`config.mk`:
```
export PLATFORM = sky130hd
export DESIGN_NAME = load_exec_unit_flat
export DESIGN_NICKNAME = d
export VERILOG_FILES = /design/src/rtl/lsu_pkg.sv /design/src/rtl/load_exec_unit_if.sv /design/src/rtl/load_exec_unit_sat_counter.sv /design/src/rtl/load_exec_unit.sv /design/src/flat_wrapper.sv
export SDC_FILE = /design/constraint.sdc
export NUM_CORES = 1
export LEC_CHECK = 0
export CORE_UTILIZATION = 31
export DETAILED_ROUTE_END_ITERATION = 10
export PLACE_DENSITY = 0.72
export SETUP_SLACK_MARGIN = 0.3
export SLEW_MARGIN = 5
export SYNTH_ARGS = -nofsm -noshare
export SYNTH_HDL_FRONTEND = slang
export SYNTH_SLANG_ARGS = --single-unit
```
`constraint.sdc`:
```
create_clock -name i_clk -period 1.9 [get_ports i_clk]
set_input_delay 0.285 -clock i_clk [delete_from_list [all_inputs] [get_ports i_clk]]
set_output_delay 0.285 -clock i_clk [all_outputs]
set_load 0.05 [all_outputs]
```
`src/rtl/lsu_pkg.sv`:
```
// Shared load/store-unit types: LDQ entry layout, queue depths and load-exec FSM states.
package lsu_pkg;

    localparam int unsigned LDQ_ENTRIES = 8;
    localparam int unsigned SDQ_ENTRIES = 8;
    // One extra wrap bit lets the SDQ order markers across pointer wrap-around.
    localparam int unsigned MARKER_W    = $clog2(SDQ_ENTRIES) + 1;

    typedef struct packed {
        logic                valid;
        logic                addr_valid;
        logic [31:0]         addr;
        logic [MARKER_W-1:0] sdq_marker;
        logic                issued;
    } ldq_entry_t;

    typedef enum logic [2:0] {
        IDLE,
        FWD,
        REQ,
        RESP,
        WB
    } lexc_state_e;

endpackage

```
`src/rtl/load_exec_unit_if.sv`:
```
// Bundles the issue, SDQ-forwarding, data-cache and writeback ports of the load execution unit.
interface load_exec_unit_if;
    import lsu_pkg::*;

    logic                issue_vld;
    ldq_entry_t          issue_entry;
    logic                issue_en;

    logic                sdq_q_vld;
    logic [31:0]         sdq_q_addr;
    logic [MARKER_W-1:0] sdq_q_marker;
    logic                sdq_q_hit;
    logic [31:0]         sdq_q_data;
    logic                sdq_q_stall;

    logic                dc_req_vld;
    logic [31:0]         dc_req_addr;
    logic                dc_req_rdy;
    logic                dc_resp_vld;
    logic [31:0]         dc_resp_data;

    logic                wb_vld;
    ldq_entry_t          wb_entry;
    logic [31:0]         wb_data;
    logic                wb_misalign;
    logic                wb_rdy;

    // Environment side: LDQ, SDQ, data cache and writeback consumer.
    modport master (
        output issue_vld, issue_entry, sdq_q_hit, sdq_q_data, sdq_q_stall,
               dc_req_rdy, dc_resp_vld, dc_resp_data, wb_rdy,
        input  issue_en, sdq_q_vld, sdq_q_addr, sdq_q_marker, dc_req_vld, dc_req_addr,
               wb_vld, wb_entry, wb_data, wb_misalign
    );

    // Load execution unit side.
    modport slave (
        input  issue_vld, issue_entry, sdq_q_hit, sdq_q_data, sdq_q_stall,
               dc_req_rdy, dc_resp_vld, dc_resp_data, wb_rdy,
        output issue_en, sdq_q_vld, sdq_q_addr, sdq_q_marker, dc_req_vld, dc_req_addr,
               wb_vld, wb_entry, wb_data, wb_misalign
    );

endinterface

```
`src/rtl/load_exec_unit_sat_counter.sv`:
```
// Saturating event counter with synchronous active-high reset.
module sat_counter #(
    parameter int unsigned CNT_W = 32
) (
    input  logic             i_clk,
    input  logic             i_rst,
    input  logic             i_inc,
    output logic [CNT_W-1:0] o_count
);

    logic [CNT_W-1:0] r_count;

    always_ff @(posedge i_clk) begin
        if (i_rst) begin
            r_count <= '0;
        end else if (i_inc && (r_count != {CNT_W{1'b1}})) begin
            r_count <= r_count + CNT_W'(1);
        end
    end

    assign o_count = r_count;

endmodule

```
`src/rtl/load_exec_unit.sv`:
```
// Single-in-flight load executor: SDQ forward check, else data-cache read, then writeback.
module load_exec_unit
    import lsu_pkg::*;
#(
    parameter int unsigned CNT_W = 32
) (
    input  logic             i_clk,
    input  logic             i_rst,
    load_exec_unit_if.slave  io_bus,
    output logic [CNT_W-1:0] o_cnt_fwd,
    output logic [CNT_W-1:0] o_cnt_dc,
    output logic [CNT_W-1:0] o_cnt_stall
);

    lexc_state_e r_state;
    lexc_state_e w_state_next;
    ldq_entry_t  r_entry;
    logic [31:0] r_data;
    logic        r_misalign;
    logic        w_fwd_inc;
    logic        w_dc_inc;
    logic        w_stall_inc;

    always_ff @(posedge i_clk) begin
        if (i_rst) begin
            r_state <= IDLE;
        end else begin
            r_state <= w_state_next;
        end
    end

    always_comb begin
        w_state_next = r_state;
        unique case (r_state)
            IDLE: begin
                if (io_bus.issue_vld) begin
                    w_state_next = (io_bus.issue_entry.addr[1:0] != 2'b00) ? WB : FWD;
                end
            end
            FWD: begin
                // An unresolved older store blocks both forwarding and the cache path.
                if (!io_bus.sdq_q_stall) begin
                    w_state_next = io_bus.sdq_q_hit ? WB : REQ;
                end
            end
            REQ: begin
                if (io_bus.dc_req_rdy) begin
                    w_state_next = RESP;
                end
            end
            RESP: begin
                if (io_bus.dc_resp_vld) begin
                    w_state_next = WB;
                end
            end
            WB: begin
                if (io_bus.wb_rdy) begin
                    w_state_next = IDLE;
                end
            end
            default: w_state_next = IDLE;
        endcase
    end

    always_comb begin
        io_bus.issue_en    = (r_state == IDLE);
        io_bus.sdq_q_vld   = (r_state == FWD);
        io_bus.sdq_q_addr  = r_entry.addr;
        io_bus.sdq_q_marker = r_entry.sdq_marker;
        io_bus.dc_req_vld  = (r_state == REQ);
        io_bus.dc_req_addr = {r_entry.addr[31:2], 2'b00};
        io_bus.wb_vld      = (r_state == WB);
        io_bus.wb_entry    = r_entry;
        io_bus.wb_data     = r_data;
        io_bus.wb_misalign = r_misalign;
        w_fwd_inc   = (r_state == FWD) && !io_bus.sdq_q_stall && io_bus.sdq_q_hit;
        w_stall_inc = (r_state == FWD) && io_bus.sdq_q_stall;
        w_dc_inc    = (r_state == REQ) && io_bus.dc_req_rdy;
    end

    always_ff @(posedge i_clk) begin
        if (i_rst) begin
            r_entry    <= '0;
            r_data     <= '0;
            r_misalign <= 1'b0;
        end else begin
            if ((r_state == IDLE) && io_bus.issue_vld) begin
                r_entry    <= io_bus.issue_entry;
                r_data     <= '0;
                r_misalign <= (io_bus.issue_entry.addr[1:0] != 2'b00);
            end
            if (w_fwd_inc) begin
                r_data <= io_bus.sdq_q_data;
            end
            if ((r_state == RESP) && io_bus.dc_resp_vld) begin
                r_data <= io_bus.dc_resp_data;
            end
            if ((r_state == WB) && io_bus.wb_rdy) begin
                r_misalign <= 1'b0;
            end
        end
    end

    sat_counter #(.CNT_W(CNT_W)) u_cnt_fwd (
        .i_clk   (i_clk),
        .i_rst   (i_rst),
        .i_inc   (w_fwd_inc),
        .o_count (o_cnt_fwd)
    );

    sat_counter #(.CNT_W(CNT_W)) u_cnt_dc (
        .i_clk   (i_clk),
        .i_rst   (i_rst),
        .i_inc   (w_dc_inc),
        .o_count (o_cnt_dc)
    );

    sat_counter #(.CNT_W(CNT_W)) u_cnt_stall (
        .i_clk   (i_clk),
        .i_rst   (i_rst),
        .i_inc   (w_stall_inc),
        .o_count (o_cnt_stall)
    );

endmodule

```
`src/flat_wrapper.sv`:
```
// flat-port wrapper written by rule: the top's interface ports become plain ports
module load_exec_unit_flat import lsu_pkg::*;
#(
    parameter int unsigned CNT_W = 32
)
  (i_clk, i_rst, o_cnt_fwd, o_cnt_dc, o_cnt_stall, io_bus_issue_vld, io_bus_issue_entry, io_bus_sdq_q_hit, io_bus_sdq_q_data, io_bus_sdq_q_stall, io_bus_dc_req_rdy, io_bus_dc_resp_vld, io_bus_dc_resp_data, io_bus_wb_rdy, io_bus_issue_en, io_bus_sdq_q_vld, io_bus_sdq_q_addr, io_bus_sdq_q_marker, io_bus_dc_req_vld, io_bus_dc_req_addr, io_bus_wb_vld, io_bus_wb_entry, io_bus_wb_data, io_bus_wb_misalign);
  load_exec_unit_if io_bus_i ();
  input  logic i_clk;
  input  logic i_rst;
  output logic [CNT_W-1:0] o_cnt_fwd;
  output logic [CNT_W-1:0] o_cnt_dc;
  output logic [CNT_W-1:0] o_cnt_stall;
  input wire logic [$bits(io_bus_i.issue_vld)-1:0] io_bus_issue_vld;
  input wire logic [$bits(io_bus_i.issue_entry)-1:0] io_bus_issue_entry;
  input wire logic [$bits(io_bus_i.sdq_q_hit)-1:0] io_bus_sdq_q_hit;
  input wire logic [$bits(io_bus_i.sdq_q_data)-1:0] io_bus_sdq_q_data;
  input wire logic [$bits(io_bus_i.sdq_q_stall)-1:0] io_bus_sdq_q_stall;
  input wire logic [$bits(io_bus_i.dc_req_rdy)-1:0] io_bus_dc_req_rdy;
  input wire logic [$bits(io_bus_i.dc_resp_vld)-1:0] io_bus_dc_resp_vld;
  input wire logic [$bits(io_bus_i.dc_resp_data)-1:0] io_bus_dc_resp_data;
  input wire logic [$bits(io_bus_i.wb_rdy)-1:0] io_bus_wb_rdy;
  output wire logic [$bits(io_bus_i.issue_en)-1:0] io_bus_issue_en;
  output wire logic [$bits(io_bus_i.sdq_q_vld)-1:0] io_bus_sdq_q_vld;
  output wire logic [$bits(io_bus_i.sdq_q_addr)-1:0] io_bus_sdq_q_addr;
  output wire logic [$bits(io_bus_i.sdq_q_marker)-1:0] io_bus_sdq_q_marker;
  output wire logic [$bits(io_bus_i.dc_req_vld)-1:0] io_bus_dc_req_vld;
  output wire logic [$bits(io_bus_i.dc_req_addr)-1:0] io_bus_dc_req_addr;
  output wire logic [$bits(io_bus_i.wb_vld)-1:0] io_bus_wb_vld;
  output wire logic [$bits(io_bus_i.wb_entry)-1:0] io_bus_wb_entry;
  output wire logic [$bits(io_bus_i.wb_data)-1:0] io_bus_wb_data;
  output wire logic [$bits(io_bus_i.wb_misalign)-1:0] io_bus_wb_misalign;
  assign io_bus_i.issue_vld = io_bus_issue_vld;
  assign io_bus_i.issue_entry = io_bus_issue_entry;
  assign io_bus_i.sdq_q_hit = io_bus_sdq_q_hit;
  assign io_bus_i.sdq_q_data = io_bus_sdq_q_data;
  assign io_bus_i.sdq_q_stall = io_bus_sdq_q_stall;
  assign io_bus_i.dc_req_rdy = io_bus_dc_req_rdy;
  assign io_bus_i.dc_resp_vld = io_bus_dc_resp_vld;
  assign io_bus_i.dc_resp_data = io_bus_dc_resp_data;
  assign io_bus_i.wb_rdy = io_bus_wb_rdy;
  assign io_bus_issue_en = io_bus_i.issue_en;
  assign io_bus_sdq_q_vld = io_bus_i.sdq_q_vld;
  assign io_bus_sdq_q_addr = io_bus_i.sdq_q_addr;
  assign io_bus_sdq_q_marker = io_bus_i.sdq_q_marker;
  assign io_bus_dc_req_vld = io_bus_i.dc_req_vld;
  assign io_bus_dc_req_addr = io_bus_i.dc_req_addr;
  assign io_bus_wb_vld = io_bus_i.wb_vld;
  assign io_bus_wb_entry = io_bus_i.wb_entry;
  assign io_bus_wb_data = io_bus_i.wb_data;
  assign io_bus_wb_misalign = io_bus_i.wb_misalign;
  load_exec_unit #(.CNT_W(CNT_W)) u_core (.i_clk(i_clk), .i_rst(i_rst), .io_bus(io_bus_i), .o_cnt_fwd(o_cnt_fwd), .o_cnt_dc(o_cnt_dc), .o_cnt_stall(o_cnt_stall));
endmodule
```
---- After elaboration in Yosys (flattened, before gate mapping) ----
Cells that the tools add are included.
W data, S select, Z words.
storage, ports and cells
  bits in registers ....................... 171
  output and inout port bits .............. 240
  logic and storage cells ................. 53
cells by class
  $add $sub $neg .......................... 3
  equality and inequality tests ........... 12
  multiplexer cells ....................... 11
  reductions and logical operators ........ 16
operators by type and width
  kind                     count
  $add A32 B1 Y32 const B  3
  $mux W32                 3
  $ne A32 B32 Y1 const B   3
  $mux W3                  7
  $pmux W3 S5              1
  $logic_and A1 B1 Y1      10
  $ne A2 B2 Y1 const B     5
  $eq A3 B2 Y1 const B     2
  $reduce_and A5 Y1        1
  $eq A3 B1 Y1 const B     1
  $eq A3 B3 Y1 const B     1
  $logic_not A3 Y1         1
  $reduce_bool A3 Y1       1
  $reduce_bool A2 Y1       1
  $reduce_or A2 Y1         1
  $logic_not A1 Y1         1

---- Longest topological paths before layout ----
Gate-level depths: netlist of the first run.
  depth after elaboration ................. 5
  gate-level depth with buffers ........... 8
  gate-level depth less buffers ........... 7

---- Hierarchy ----
From an unflattened synthesis of the first run, not the netlist that was laid out.
unflattened totals
  cells, all modules ...................... 1064
  area, all modules ....................... 8787.2 µm²
modules (own cells, without submodules)
  module          times used  cells an instance  area each (µm²)  seq. area each (µm²)
  sat_counter     3           199                1674.1           640.6
  load_exec_unit  1           467                3764.9           1501.4

---- Least setup slack after synthesis of the first run ----
OpenSTA, ideal clock, no wires.
  kind .................................... register -> register
  start ................................... reg u_core.r_state[1]
  end ..................................... reg u_core.r_entry (netlist bit u_core.io_bus.sdq_q_addr[24])
  library setup time ...................... 0.070 ns
  arrival time ............................ 2.713 ns
  required time ........................... 1.830 ns
  slack ................................... -0.884 ns
  cell stages (with the launch flop) ...... 9
  clock period less this slack ............ 2.784 ns
  cells stage by stage .................... dfxtp_1 buf_2 nor3_1 and2_1 clkbuf_1 buf_2 buf_2 nand2_1 a21oi_1
on the way
  longest elaborated chain between the ends .. 2
RTL lines
  what                       RTL line              RTL
  start, declared            load_exec_unit.sv:15  lexc_state_e r_state;
  start signal, assigned     load_exec_unit.sv:28  r_state <= w_state_next;
  $logic_not A3 Y1           n/a
  named net io_bus_issue_en  flat_wrapper.sv:22    output wire logic [$bits(io_bus_i.issue_en)-1:0] io_bus_issue_en;
  $logic_and A1 B1 Y1        load_exec_unit.sv:87  if ((r_state == IDLE) && io_bus.issue_vld) begin
  end signal, assigned       load_exec_unit.sv:88  r_entry <= io_bus.issue_entry;
  end, declared              load_exec_unit.sv:17  ldq_entry_t r_entry;
The timed path passes the listed nets, and every way through them passes these cells.
A chain may end at the register's enable or synchronous reset.

---- Worst setup path in the final report of the first run ----
  start ................................... reg u_core.r_state[1]
  end ..................................... reg u_core.u_cnt_fwd.r_count[21], in the netlist u_core.u_cnt_fwd.o_count[21]
on the way
  longest elaborated chain between the ends .. 4
RTL lines
  what                              RTL line                          RTL
  $eq A3 B1 Y1                      load_exec_unit.sv:76              w_fwd_inc = (r_state == FWD) && !io_bus.sdq_q_stall && io_bus.sdq_q_hit;
  $logic_and A1 B1 Y1 (2 in a row)  load_exec_unit.sv:76
  $logic_and A1 B1 Y1               load_exec_unit_sat_counter.sv:16  end else if (i_inc && (r_count != {CNT_W{1'b1}})) begin
  end signal, assigned              load_exec_unit_sat_counter.sv:17  r_count <= r_count + CNT_W'(1);
  end, declared                     load_exec_unit_sat_counter.sv:11  logic [CNT_W-1:0] r_count;
No other way between the ends.

==> results.md, run 1 <==
- Worst Hold Launch: i_rst
- Site row count: 58
- Fin area: 15360 um^2
- Final Hold Vio Count: 0
- Dominant cells by area after synthesis: dfxtp_1, buf_4, nor2_1
- CP Capture Type: flip-flop
- Share of flip-flops with an asynchronous set or reset: 0%
- Synth top area share: 42.50%
- Skew-Pair Late Insertion Delay: 0.43 ns
- All-Layer GR Usage: 21.12%
- Status: finished with violations
- P_sw: 3.845 mW
- Hold Path Depth: 2
- LEAKAGE: 5.861 nW
- Initial DRC Count: 370
- Mapped Area: 8055 um^2
- Sequential area share after synthesis: 42.50%
- Final Skew: 0.01256 ns
- WHS Endpoint: u_core.u_cnt_stall.o_count[21]
- Area grow syn2layout: 90.74%
- Setup violations, final: 76
- Max Buffers Root-to-Sink: 2
- RSZ-0062 raised after global routing: yes
- RR Endpoint: u_core.u_cnt_fwd.o_count[21]
- Ys flop type: dfxtp_1
- R2r setup slk: -0.19 ns
- Total negative slack: -4.155 ns
- Initial antenna violation count: 4
- I/O pin count: 351
- CTS buffer count: 17
- Logic gate share of total power: 32.7%
- Maximum vdd drop: 0.4363 mV
- Yosys cell types: 54
- Hold Slack: 0.2457 ns
- Worst min path class: in2reg
- Overall routed net length: 31.55 mm
- Die Width: 163.2 um
- Synth Area per Inst: 8.322 um^2
- Number of nets in the layout: 1520
- Post-Syn Instances: 968
- Die area: 26630 um^2
- First-pass GRT wire length: 44.32 mm
- Initial Util: 31.81%
- Most common cell after layout, fill and taps aside: buf_4
- Htree depth: 4
- Final Max Tran Viols: 0
- Yosys reg bits: 171
- PortBufs: 348
- Max cap viols: 0
- Core footprint: 25330 um^2
- Num Clock Sinks: 171
- Sequential Power Share: 34.0%
- Internal: 7.338 mW
- Setup CP Type: reg2reg
- Grt total ovfl: 0
- Launching point of the worst reg2reg path: u_core.r_state[1]
- Root buf cell: clkbuf_16
- Vias per cell: 5.038
- EDFF count, synth: 0
- Largest net degree at the start of global routing: 65
- Drc violations: 0
- Total power: 11.18 mW
- Most frequent cells in the layout: buf_4, nor2_1, clkdlybuf4s15_2, clkdlybuf4s50_1, dfxtp_1
- Wire length per cell: 18.03 um
- DPL Wire Length: 19.61 mm
- Clock power frac: 33.3%
- Violated checks: setup timing
- Antenna-violating nets left: 0
- Hold_buf cts: 0
- Placed Instance Area: 12550 um^2
- Vias: 8816
- Cell accounting for the most synthesized area: dfxtp_1
- Fin crit period: 2.086 ns
- Layout Cells excl Fill: 1750
- Setup ws final: -0.1856 ns
- Yosys warnings: 0
- Fmax: 479.5 MHz
- R2R depth: 7
- Pwr/cell area: 727.9 nW/um^2
- Number of global-route vias before repair: 8347
- Crit path required time: 2.26 ns
- Layout cell share with drive strength beyond 1: 55.95%
- CP Launch Type: flip-flop
- Routability cong.: 0.8154
- TritonCTS clock tree: yes
- Worst Path Arrival: 2.44 ns
- Dpl cells: 1637
- Final period utilization: 109.8%
- Sw frac: 34.38%
- Clock transition at path regs: 0.07 ns
- DIE HEIGHT: 163.2 um
- Router iterations before antenna repair: 4
- Critical path fanouts, max: 5
- Filler instances: 2109
[flip-flops by register name (all words and copies together), names as in the netlist]
| name | cells |
|---|---|
| u_core.io_bus.sdq_q_marker | 4 |
| u_core.u_cnt_fwd.o_count | 32 |
| u_core.io_bus.wb_data | 32 |
| u_core.io_bus.wb_entry | 3 |
| u_core.r_state | 3 |
| u_core.u_cnt_dc.o_count | 32 |
| u_core.u_cnt_stall.o_count | 32 |
| u_core.io_bus.wb_misalign | 1 |
| u_core.io_bus.sdq_q_addr | 32 |
[how the worst max path moves through the flow]
stage	start	to	slack [ns]	cells after the start
after floorplan	u_core.r_state[0]	u_core.u_cnt_fwd.o_count[4]	-0.22	7
after global placement	io_bus_dc_req_rdy	u_core.u_cnt_dc.o_count[25]	-0.25	7
after detailed placement	io_bus_dc_req_rdy	u_core.u_cnt_dc.o_count[26]	-0.33	7
after CTS	u_core.u_cnt_dc.o_count[10]	u_core.u_cnt_dc.o_count[25]	-0.06	6
after global routing	u_core.r_state[1]	u_core.u_cnt_fwd.o_count[23]	-0.24	8
final	u_core.r_state[1]	u_core.u_cnt_fwd.o_count[21]	-0.19	7
[final cells by class]
class / count / area, um^2 / area share (%)
repair buffers: 535 / 5351 / 34.83
flip-flops and latches: 171 / 3667 / 23.87
diodes: 1 / 2.502 / 0.01629
well taps: 330 / 412.9 / 2.687
clock inverters: 8 / 92.59 / 0.6026
multi-input cells: 669 / 5253 / 34.19
inverters: 12 / 48.80 / 0.3176
clock buffers: 24 / 536.8 / 3.493
[worst max-delay path, stage by stage (launching register included)]
cell	delay (ns)
dfxtp_4	0.35
buf_6	0.13
nor3b_4	0.24
buf_6	0.15
nand4_1	0.18
a2111o_1	0.49
or3_1	0.34
a21oi_1	0.14
[per-stage QoR]
step	utilization [%]	worst slack (ns)
floorplan	-	-0.2157
global placement	49.55	-0.2496
finish	60.67	-0.1856
CTS	56.97	-0.05949
detailed placement	49.55	-0.3297
global route	60.67	-0.2416
[power by group through the flow]
| stage | registers [mW] | clock network [mW] | logic [mW] |
|---|---|---|---|
| finish | 3.81 | 3.72 | 3.65 |
| global route | 3.82 | 3.95 | 3.79 |
| CTS | 3.80 | 3.80 | 3.01 |
| detailed placement | 3.88 | 0 | 2.65 |
| global placement | 3.88 | 0 | 2.64 |
| floorplan | 4.24 | 0 | 1.41 |
[synthesized netlist by cell type, types with 3 or more instances]
master	number
ha_1	3
nand4_1	37
dfxtp_1	171
buf_4	69
inv_1	12
nor3_2	3
nand3_1	40
or4_1	3
nor3_1	9
or3_1	17
clkbuf_1	34
a21oi_1	64
nor4_1	8
xnor2_1	22
o21ai_0	15
nor3b_1	3
nor2_1	131
nor2b_1	8
xor2_1	47
and3_1	15
nand2_1	115
or2_2	3
buf_2	10
and2_1	10
a22oi_1	32
a211oi_1	38
and4_1	14
[routing by layer]
layer	share of wire [%]	vias up	global-route usage [%]
met4	2.5	6	6.669
met2	53	298	38.21
met1	39	4270	24.34
met3	5.4	50	4.850
met5	0.13	-	0
li1	-	4192	-
[kinds of logic (layout without fill, tap and decap cells)]
group           count (synthesis)  after routing  synth area share (%)
flops                         171            171                 42.50
xor+xnor                       69             69                 7.502
mux                             4              4                0.5281
compound gates                161            162                 12.77
fa+ha+maj                       3              3                0.4660
simple gates                  429            429                 26.55
other cells                     1              3               0.04655
buf+inv                       130            579                 9.646
[timing repair]
action                     4_1_cts  5_1_grt
cloned                           9       11
resized for setup              645      260
setup endpoints to repair      327      230
buffers inserted                28       32
pin swaps                       99      130
Note: power is estimated with default switching activity, not from simulation.
==> inputs of run 2 (changes only) <==
CORE_UTILIZATION = 25   (was 31)
PLACE_DENSITY = not set   (was 0.72)
TNS_END_PERCENT = 100   (was not set)
==> run 2 against run 1 <==
Against the previous run:
- the run still ends with setup timing left
- die area increased by 24%
- final cell count is 3.3% higher
- utilization fell by 12 points
- sequential cell count unchanged
- global-route usage decreased by 3.3 points
- power fell by 2.5%
- via count down 2.0%
- sequential power about the same
- clock skew down 0.0025 ns
- sequential share of layout area shrank 0.12 points
- largest power group unchanged
- highest routed layer unchanged
==> results.md, run 2 (synthesis gave the netlist of run 1 again) <==
- Status: finished with violations
- Violated checks: setup timing
- All-Layer GR Usage: 17.78%
- Pwr/cell area: 704.6 nW/um^2
- Drc violations: 0
- PortBufs: 348
- Initial Util: 25.46%
- Most common cell after layout, fill and taps aside: clkdlybuf4s15_2
- TritonCTS clock tree: yes
- Critical path fanouts, max: 4
- Setup ws final: -0.1144 ns
- Initial antenna violation count: 3
- DIE HEIGHT: 181.5 um
- Clock transition at path regs: 0.07 ns
- Final Max Tran Viols: 0
- Routability cong.: 0.7793
- Overall routed net length: 30.49 mm
- Maximum vdd drop: 0.5432 mV
- Number of global-route vias before repair: 8439
- Wire length per cell: 16.88 um
- Skew-Pair Late Insertion Delay: 0.44 ns
- CP Capture Type: flip-flop
- Htree depth: 4
- Router iterations before antenna repair: 4
- Setup violations, final: 5
- CTS buffer count: 17
- Grt total ovfl: 0
- Root buf cell: clkbuf_16
- Vias: 8638
- Hold_buf cts: 0
- CP Launch Type: flip-flop
- Area grow syn2layout: 92.17%
- Vias per cell: 4.780
- Initial DRC Count: 325
- Site row count: 65
- Final period utilization: 106.0%
- Fin crit period: 2.014 ns
- Total negative slack: -0.2853 ns
- First-pass GRT wire length: 46.20 mm
- Fin area: 15480 um^2
- Num Clock Sinks: 171
- Placed Instance Area: 12620 um^2
- I/O pin count: 351
- Setup CP Type: reg2reg
- Worst Path Arrival: 2.32 ns
- Layout cell share with drive strength beyond 1: 55.48%
- RSZ-0062 raised after global routing: yes
- Final Skew: 0.01006 ns
- Core footprint: 31640 um^2
- Worst min path class: in2reg
- Antenna-violating nets left: 0
- Final Hold Vio Count: 0
- Number of nets in the layout: 1505
- LEAKAGE: 5.824 nW
- Max Buffers Root-to-Sink: 2
- Die Width: 181.5 um
- DPL Wire Length: 20.23 mm
- Largest net degree at the start of global routing: 65
- Die area: 32940 um^2
- Crit path required time: 2.21 ns
- Total power: 10.91 mW
- Fmax: 496.4 MHz
- Most frequent cells in the layout: clkdlybuf4s15_2, buf_4, nor2_1, clkdlybuf4s50_1, dfxtp_1
- Max cap viols: 0
## run 2: final timing paths
kind                            slack (ns)  cells after the start                        start                              to
worst max-delay path                 -0.11                      6  u_core.u_cnt_dc.o_count[23]     u_core.u_cnt_dc.o_count[25]
worst max register to register       -0.11                      6  u_core.u_cnt_dc.o_count[23]     u_core.u_cnt_dc.o_count[25]
worst min register to register        0.46                      2    u_core.io_bus.wb_entry[0]       u_core.io_bus.wb_entry[0]
worst min-delay path                  0.25                      2                        i_rst  u_core.u_cnt_stall.o_count[30]
## run 2: timing repair
item | CTS | global route
cloned | 9 | 4
setup buffers | 32 | 24
pin swaps | 138 | 116
resized for setup | 744 | 191
endpoints found under the setup margin | 327 | 180
## run 2: cell type report
cell class	instances	area, um^2
Inverter	12	48.80
Clock inverter	9	135.1
Antenna cell	1	2.502
Fill cell	2889	16160
Multi-Input combinational cell	669	5259
Timing Repair Buffer	520	5376
Clock buffer	23	479.2
Sequential cell	171	3676
Tap cell	402	503.0
## run 2: metal layers
metal / global-route usage [%] / up-vias / wire [um]
li1: - / 4152 / -
met1: 20.96 / 4168 / 12760
met2: 31.48 / 273 / 15550
met3: 4.152 / 41 / 1490
met4: 6.034 / 4 / 661
met5: 0 / - / 27
## run 2: worst max-delay path, stage by stage, from the launching register on
cell and delay, ns:
dfxtp_4 0.35, nand4_1 0.14, or4_4 0.54, or4_4 0.48, nor3b_4 0.19, xnor2_1 0.14
nor2_1 0.05
## run 2: through the flow
step / setup slack, ns / utilization [%] / cells / hold WS, ns
3_3_place_gp: -0.3240 / 39.89 / 1705 / 0.4437
6_report: -0.1144 / 48.93 / 1807 / 0.2471
5_1_grt: -0.2079 / 48.93 / 1807 / 0.2493
2_1_floorplan: -0.2157 / - / 969 / 0.3979
4_1_cts: -0.1269 / 46.39 / 1778 / 0.2340
3_5_place_dp: -0.3826 / 39.89 / 1705 / 0.4478
## run 2: report_power, final
part,switching (mW),internal [mW],total (mW)
Sequential,0.149,3.64,3.79
Clock,1.53,2.19,3.72
Combinational,2.01,1.38,3.39
Total,3.69,7.22,10.9
